$ cat config.mk
export PLATFORM = sky130hd
export DESIGN_NAME = scan_seq8
export DESIGN_NICKNAME = d
export VERILOG_FILES = /design/src/rtl/scan_seq8.sv
export SDC_FILE = /design/constraint.sdc
export NUM_CORES = 1
export LEC_CHECK = 0
export BUFFER_PORTS_ARGS = -buffer_cell sky130_fd_sc_hd__buf_4
export CAP_MARGIN = 20
export CORE_ASPECT_RATIO = 1.5
export CORE_MARGIN = 2
export CORE_UTILIZATION = 65
export CTS_CLUSTER_SIZE = 8
export DETAILED_ROUTE_END_ITERATION = 10
export MAX_ROUTING_LAYER = met4
export PLACE_DENSITY = 0.86
export SYNTH_ARGS = -nofsm -noshare
export SYNTH_HDL_FRONTEND = slang
export SYNTH_SLANG_ARGS = --single-unit
$ cat constraint.sdc
create_clock -name clk -period 6.7 [get_ports clk]
set_clock_uncertainty 0.05 [all_clocks]
set_input_delay 0.67 -clock clk [delete_from_list [all_inputs] [get_ports clk]]
set_output_delay 0.67 -clock clk [all_outputs]
set_load 0.01 [all_outputs]
$ cat src/rtl/scan_seq8.sv
// Round-robin channel scanner driving a 3-to-8 enable decoder's select and enable.
// Define SCAN_BLANK_EN to insert one blanking cycle (en low) on every channel change.
module scan_seq8 #(
    parameter int DWELL_W = 16
) (
    input  logic               clk,
    input  logic               rst_n,
    input  logic               start,
    input  logic               stop,
    input  logic [7:0]         chan_mask,
    input  logic [DWELL_W-1:0] dwell,
    output logic [2:0]         sel,
    output logic               en,
    output logic               busy,
    output logic               wrap
);

`ifdef SCAN_BLANK_EN
    typedef enum logic [1:0] {IDLE, ACTIVE, BLANK} state_t;
`else
    typedef enum logic [1:0] {IDLE, ACTIVE} state_t;
`endif

    state_t             r_state;
    logic [2:0]         r_sel;
    logic               r_en;
    logic               r_busy;
    logic               r_wrap;
    logic [DWELL_W-1:0] r_cnt;
    logic [DWELL_W-1:0] r_dwell;

    logic [2:0]         w_lowSel;
    logic [2:0]         w_nextSel;
    logic [2:0]         w_idx;
    logic               w_found;
    logic [DWELL_W-1:0] w_lastCnt;
    logic               w_chanEnd;

    // Search order starts after the current channel and ends on it, so a single-bit mask re-selects itself.
    always_comb begin
        w_found   = 1'b0;
        w_nextSel = r_sel;
        w_idx     = r_sel;
        for (int i = 1; i <= 8; i++) begin
            w_idx = r_sel + 3'(i);
            if (!w_found && chan_mask[w_idx]) begin
                w_found   = 1'b1;
                w_nextSel = w_idx;
            end
        end
    end

    always_comb begin
        w_lowSel = 3'd0;
        for (int i = 7; i >= 0; i--) begin
            if (chan_mask[i]) begin
                w_lowSel = 3'(i);
            end
        end
    end

    assign w_lastCnt = (r_dwell == '0) ? '0 : r_dwell - DWELL_W'(1);
    assign w_chanEnd = (r_cnt == w_lastCnt);

    always_ff @(posedge clk or negedge rst_n) begin
        if (!rst_n) begin
            r_state <= IDLE;
            r_sel   <= 3'd0;
            r_en    <= 1'b0;
            r_busy  <= 1'b0;
            r_wrap  <= 1'b0;
            r_cnt   <= '0;
            r_dwell <= '0;
        end else begin
            r_wrap <= 1'b0;
            case (r_state)
                IDLE: begin
                    r_en   <= 1'b0;
                    r_busy <= 1'b0;
                    if (start && !stop && (chan_mask != 8'd0)) begin
                        r_state <= ACTIVE;
                        r_sel   <= w_lowSel;
                        r_dwell <= dwell;
                        r_cnt   <= '0;
                        r_en    <= 1'b1;
                        r_busy  <= 1'b1;
                    end
                end
                ACTIVE: begin
                    if (stop) begin
                        r_state <= IDLE;
                        r_en    <= 1'b0;
                        r_busy  <= 1'b0;
                    end else if (w_chanEnd) begin
                        if (!w_found) begin
                            r_state <= IDLE;
                            r_en    <= 1'b0;
                            r_busy  <= 1'b0;
                        end else begin
                            r_sel   <= w_nextSel;
                            r_cnt   <= '0;
                            r_dwell <= dwell;
                            r_wrap  <= (w_nextSel <= r_sel);
                            r_busy  <= 1'b1;
`ifdef SCAN_BLANK_EN
                            r_state <= BLANK;
                            r_en    <= 1'b0;
`else
                            r_state <= ACTIVE;
                            r_en    <= 1'b1;
`endif
                        end
                    end else begin
                        r_cnt <= r_cnt + DWELL_W'(1);
                    end
                end
`ifdef SCAN_BLANK_EN
                BLANK: begin
                    if (stop) begin
                        r_state <= IDLE;
                        r_en    <= 1'b0;
                        r_busy  <= 1'b0;
                    end else begin
                        r_state <= ACTIVE;
                        r_cnt   <= '0;
                        r_en    <= 1'b1;
                        r_busy  <= 1'b1;
                    end
                end
`endif
                default: begin
                    r_state <= IDLE;
                    r_en    <= 1'b0;
                    r_busy  <= 1'b0;
                end
            endcase
        end
    end

    assign sel  = r_sel;
    assign en   = r_en;
    assign busy = r_busy;
    assign wrap = r_wrap;

endmodule
After elaboration in Yosys (flattened, before gate mapping)

Index checks and enable logic that the tools add are counted.

Reductions and logical operators: 24
Add/sub/neg operators: 9
Order comparisons: 9
Multiplexer cells: 70
Eq/ne operators: 8

Operators by type and width:

| cell                                                       | count |
|---|---|
| 2-to-1 mux 16 bit                                          | 9 |
| case mux 16 bit (2 select lines)                           | 2 |
| 2-to-1 mux 3 bit                                           | 20 |
| less-than comparator 3 x 4 -> 1 bit, second input constant | 8 |
| 2-to-1 mux 1 bit                                           | 25 |
| binary-select mux 1 bit (select 3 bit)                     | 8 |
| adder 16 x 1 -> 16 bit, second input constant              | 1 |
| equality test 16 bit                                       | 1 |
| logical NOT 16 bit                                         | 1 |
| subtractor 16 x 1 -> 16 bit, second input constant         | 1 |
| adder 3 bit, second input constant                         | 4 |
| logical AND 1 bit                                          | 9 |
| logical NOT 1 bit                                          | 8 |
| inequality test 2 bit, second input constant               | 4 |
| nonzero test 8 bit                                         | 1 |
| adder 3 x 2 -> 3 bit, second input constant                | 2 |
| 2-to-1 mux 2 bit                                           | 3 |
| inequality test 3 bit, second input constant               | 2 |
| case mux 3 bit (2 select lines)                            | 1 |
| AND reduction 5 bit                                        | 1 |
| case mux 2 bit (2 select lines)                            | 1 |
| AND reduction 4 bit                                        | 1 |
| adder 3 x 1 -> 3 bit, second input constant                | 1 |
| less-or-equal comparator 3 bit                             | 1 |
| 5 further kinds                                            | 5 |

Word-level logic and storage cells: 126
Bits in registers: 39
Input port bits: 28

Depth between registers and ports, before layout

Word-level depth: 30
Depth in mapped cells: 19
Depth with buffers taken out: 17

Worst setup path before layout

No wires, ideal clock.

Kind: flip-flop to flip-flop
Start: register r_sel[1], in the netlist sel[1]
End: register r_wrap, in the netlist wrap
Library setup time: 120 ps
Arrival time: 3512 ps
Slack: 3019 ps
Path buffers: 3
Data required time: 6530 ps
Stages on the path, launching flop included: 19
Cells stage by stage: dfrtp_1 > buf_2 > buf_2 > inv_1 > ha_1 > buf_2 > mux4_1 > mux2_4 > nor3b_4 > nand2_1 > a21o_1 > o21ai_0 > o22ai_1 > ha_1 > a21o_1 > a21oi_1 > a31oi_1 > nor2_1 > and3_1

Word-level cells in the longest chain between the ends: 30
Elaborated cells between the ends (all ways): 58

Ends and longest elaborated chain:

| what                                   | RTL line | text |
|---|---|---|
| start, declared                        | 25       | `logic [2:0] r_sel;` |
| start signal, assigned                 | 82       | `r_sel <= w_lowSel;` |
| start signal, assigned                 | 100      | `r_sel <= w_nextSel;` |
| adder 3 x 1 -> 3 bit                   | 45       | `w_idx = r_sel + 3'(i);` |
| binary-select mux 1 bit (select 3 bit) | 46       | `if (!w_found && chan_mask[w_idx]) begin` |
| 2-to-1 mux 1 bit (implied by the code) | 46       |  |
| 2-to-1 mux 1 bit                       | 46       |  |
| logical NOT 1 bit                      | 46       |  |
| logical AND 1 bit                      | 46       |  |
| 2-to-1 mux 1 bit                       | 46       |  |
| logical NOT 1 bit                      | 46       |  |
| [14 not listed]                        | -        |  |
| logical NOT 1 bit                      | 46       |  |
| logical AND 1 bit                      | 46       |  |
| 2-to-1 mux 3 bit                       | 46       |  |
| less-or-equal comparator 3 bit         | 103      | `r_wrap <= (w_nextSel <= r_sel);` |
| 2-to-1 mux 1 bit *                     | 95       | `if (!w_found) begin` |
| 2-to-1 mux 1 bit *                     | 94       | `end else if (w_chanEnd) begin` |
| 2-to-1 mux 1 bit *                     | 90       | `if (stop) begin` |
| 2-to-1 mux 1 bit *                     | 76       | `case (r_state)` |
| end signal, assigned                   | 103      |  |
| end, declared                          | 28       | `logic r_wrap;` |

Every way passes the cells marked *; elsewhere a longest branch is shown, timed or not. The select of a mux whose other input is x is not followed.
A chain may end at the register's enable or synchronous reset.

Worst setup path after layout

Start: register r_sel[0], in the netlist sel[0]
End: register r_cnt[10]

Word-level cells in the longest chain between the ends: 27
Elaborated cells between the ends (all ways): 47

Ends and longest elaborated chain:

| what                                   | RTL line | text |
|---|---|---|
| adder 3 x 1 -> 3 bit                   | 45       |  |
| binary-select mux 1 bit (select 3 bit) | 46       |  |
| 2-to-1 mux 1 bit (implied by the code) | 46       |  |
| 2-to-1 mux 1 bit                       | 46       |  |
| logical NOT 1 bit                      | 46       |  |
| logical AND 1 bit                      | 46       |  |
| 2-to-1 mux 1 bit                       | 46       |  |
| logical NOT 1 bit                      | 46       |  |
| [11 not listed]                        | -        |  |
| logical NOT 1 bit                      | 46       |  |
| logical AND 1 bit                      | 46       |  |
| 2-to-1 mux 1 bit                       | 46       |  |
| logical NOT 1 bit                      | 46       |  |
| logical AND 1 bit                      | 46       |  |
| 2-to-1 mux 1 bit *                     | 46       |  |
| inequality test 3 bit (no line) *      | -        |  |
| AND reduction 4 bit (no line) *        | -        |  |
| end signal, assigned                   | 114      | `r_cnt <= r_cnt + DWELL_W'(1);` |
| end, declared                          | 29       | `logic [DWELL_W-1:0] r_cnt;` |

Marked as above.

==> reports/results.tsv <==
metric	value	unit
regToRegEndpoint	r_cnt[10]	
postCtsHoldBufs	0	
overflow	0	
r2r_cells	11	
async_flop_share	100	%
post_cts_buffers	0	
period_minus_slack	4.43	ns
switchingPower	844	uW
first_global_vias	3478	
avgRoutedWirePerCell	18.5	um
cts_buffers	5	
cp-startpoint	sel[0]	
synth_nets	474	
synthesis.area	3750	um2
synth_compound_area_share	19.9	%
core-area	5530	um2
synth_top_family_by_area	simple AND/OR/NAND/NOR gates	
fin_setup_tns	0	ns
post-place-ws	2.34	ns
fp.dieH	97.1	um
r2r-start	sel[0]	
clock_path_buffers	2	
relSlewSlack	29.2	%
htreeDepth	2	
fin_util	73.6	%
p_sw_share	47.1	%
cp-start-kind	register	
drcViolationCount	0	
cts_root_buffer	clkbuf_8	
grt_pass1_wl	16400	um
finalMaxSlewViolations	0	
cts_resized	0	
drive_gt1_share	20.2	%
std_cell_rows	33	
die_x	66.0	um
syn_inst	439	
ir_drop	318	uV
setup_viol	0	
worstPathArrival	4.57	ns
hold_viol	0	
drt_iter0_drc	281	
antenna_found_initial	0	
final_design_area_no_fill	4070	um2
ys_warn_count	0	
synth.top_cells.by_area	dfrtp_1 (25%), nand2_1 (7.9%), mux4_2 (6.6%), mux4_1 (3.5%), a21oi_1 (3.1%)	
period_share	66.1	%
hpwl	6930	um
yosys.area_share.simple	28.6	%
drv_cap	0	
ant_nets	0	
vias_per_cell	6.74	
firstDrtPassIters	6	
vias	3506	
die-area	6410	um2
worstMarginPinSlew	1.06	ns
crit_type	reg2reg	
pwr_density_cell	440	nW/um2
yosys.area_share.xor_xnor	3.73	%
yosysTopAreaCellShare	25.3	%
cp.required	6.84	ns
grtUsageTotal	33.2	%
run_status	finished, final reports clean	
nets	484	
gp_congestion	0.941	
n_antenna_cell	0	
grt_max_degree	39	
avgSynthCellArea	8.55	um2
nFillCells	442	
setup_ws	2.27	ns
yosysTopAreaCell	dfrtp_1	
comb_power_share	64.5	%
cp_max_fo	23	
ys_seq_elements	38	
start_util	67.8	%
fmax	0.226	GHz
synth-edff-count	0	
wl	9630	um
clk_latency	0.32	ns
io-pin-count	34	
place_area	3930	um2
ff2ff_setup_slack	2.27	ns
rsz0062_at_grt	no	
power_frac_seq	22.0	%
p_leak	0.00165	uW
end_kind	register	
power_frac_clock	13.5	%
synth.mux.area_fraction	13.8	%
ys_types	77	
tritoncts	built	
areaGrowthSynthToFinish	8.50	%
synthAdderAreaFrac	2.33	%
hold_class	in2async	
seq_area_frac_synth	25.3	%
clk_transition_reported_paths	0.09	ns
setup.worst_path.end	r_cnt[10]	
ys.flop_type	dfrtp_1	
port_buffers	33	
internal_power	948	uW
numClockSinks	38	
## cell usage after synthesis (all sizes together) (5+ instances only)
library cell / n
nand2b: 5
o21ai: 25
o31ai: 8
or3: 7
nand2: 80
mux4: 16
clkbuf: 14
nor2: 27
mux2i: 9
nor4: 11
nor3: 12
a31oi: 8
ha: 7
inv: 15
xor2: 6
dfrtp: 38
nand4: 6
a21oi: 29
buf: 18
or4: 8
nand3: 14
xnor2: 10
## cell type report
| class | count | area (um2) | area share (%) |
|---|---|---|---|
| clock buffer | 5 | 68.8 | 1.69 |
| clock inverter | 3 | 68.8 | 1.69 |
| inverter | 16 | 62.6 | 1.54 |
| multi-input combinational | 353 | 2570 | 63.1 |
| sequential | 38 | 951 | 23.4 |
| tap | 70 | 87.6 | 2.15 |
| timing repair buffer | 35 | 263 | 6.45 |
## registers in the layout (all words and copies together) (netlist names)
register / flops
r_state: 1
wrap: 1
r_cnt: 16
sel: 3
r_dwell: 16
busy: 1
## per-stage QoR
step | hold slack (ns) | total power [uW] | std cells
after floorplan | 0.324 | 1290 | 439
after global placement | 0.445 | 1500 | 512
after detailed placement | 0.459 | 1520 | 512
after CTS | 0.283 | 1780 | 520
after global routing | 0.315 | 1930 | 520
final | 0.268 | 1790 | 520
## worst max-delay path: stages, from the launching register on
cell and delay (ns):
dfrtp_1 0.72, clkinv_1 0.33, ha_1 0.63, mux4_1 0.47, mux2_4 0.36, nor3b_4 0.27, and3_4 0.25, a311o_4 0.25
nand3_4 0.09, o21ai_4 0.55, nor3_1 0.17, mux2i_1 0.15
## power groups by stage
stage,sequential [uW],combinational [uW],clock [uW]
6_report,395,1150,242
5_1_grt,406,1270,252
4_1_cts,392,1140,245
3_5_place_dp,395,1130,0
3_3_place_gp,391,1110,0
2_1_floorplan,336,957,0
## how the worst min path moves through the flow
stage / from / to / slack, ns / cells after the start
6_report: rst_n / r_cnt[0] / 0.27 / 1
2_1_floorplan: rst_n / busy / 0.32 / 0
5_1_grt: rst_n / r_cnt[0] / 0.32 / 1
4_1_cts: rst_n / r_cnt[11] / 0.28 / 1
3_5_place_dp: busy / busy / 0.46 / 2
3_3_place_gp: busy / busy / 0.45 / 2
## cells by family after synthesis
kind of cell / Yosys count
simple gates: 196
xor+xnor: 16
buf+inv: 48
flops: 38
fa+ha+maj: 7
mux: 29
compound gates: 105
## placed cells by master, fill, tap and decap left out, drive strengths merged, types with 3 or more instances in the layout
cell    Yosys  layout
nand4b      4       4
mux2i       9       9
xor2        6       6
o31ai       8       8
nand2      80      80
nand2b      5       5
mux2        4       4
clkbuf     14       5
mux4       16      16
a31oi       8       8
inv        15      15
dfrtp      38      38
nand3      14      14
nand4       6       6
a21oi      29      29
and2        3       3
or4         8       8
nor3       12      12
xnor2      10      10
o211ai      3       3
o21a        4       4
o21ai      25      25
or2         3       3
nor4       11      11
buf        18      35
nor2       27      27
nor3b       3       3
ha          7       7
a21o        3       3
or3         7       7
## per-layer routing
metal / vias to the layer above / GRT usage [%] / share of wire (%)
met4: 0 / 17.3 / 4.6
met2: 174 / 56.3 / 54
met5: - / - / 0
met1: 1643 / 36.1 / 36
met3: 45 / 6.26 / 6.3
li1: 1644 / - / -
(Power assumes the default switching activity.)
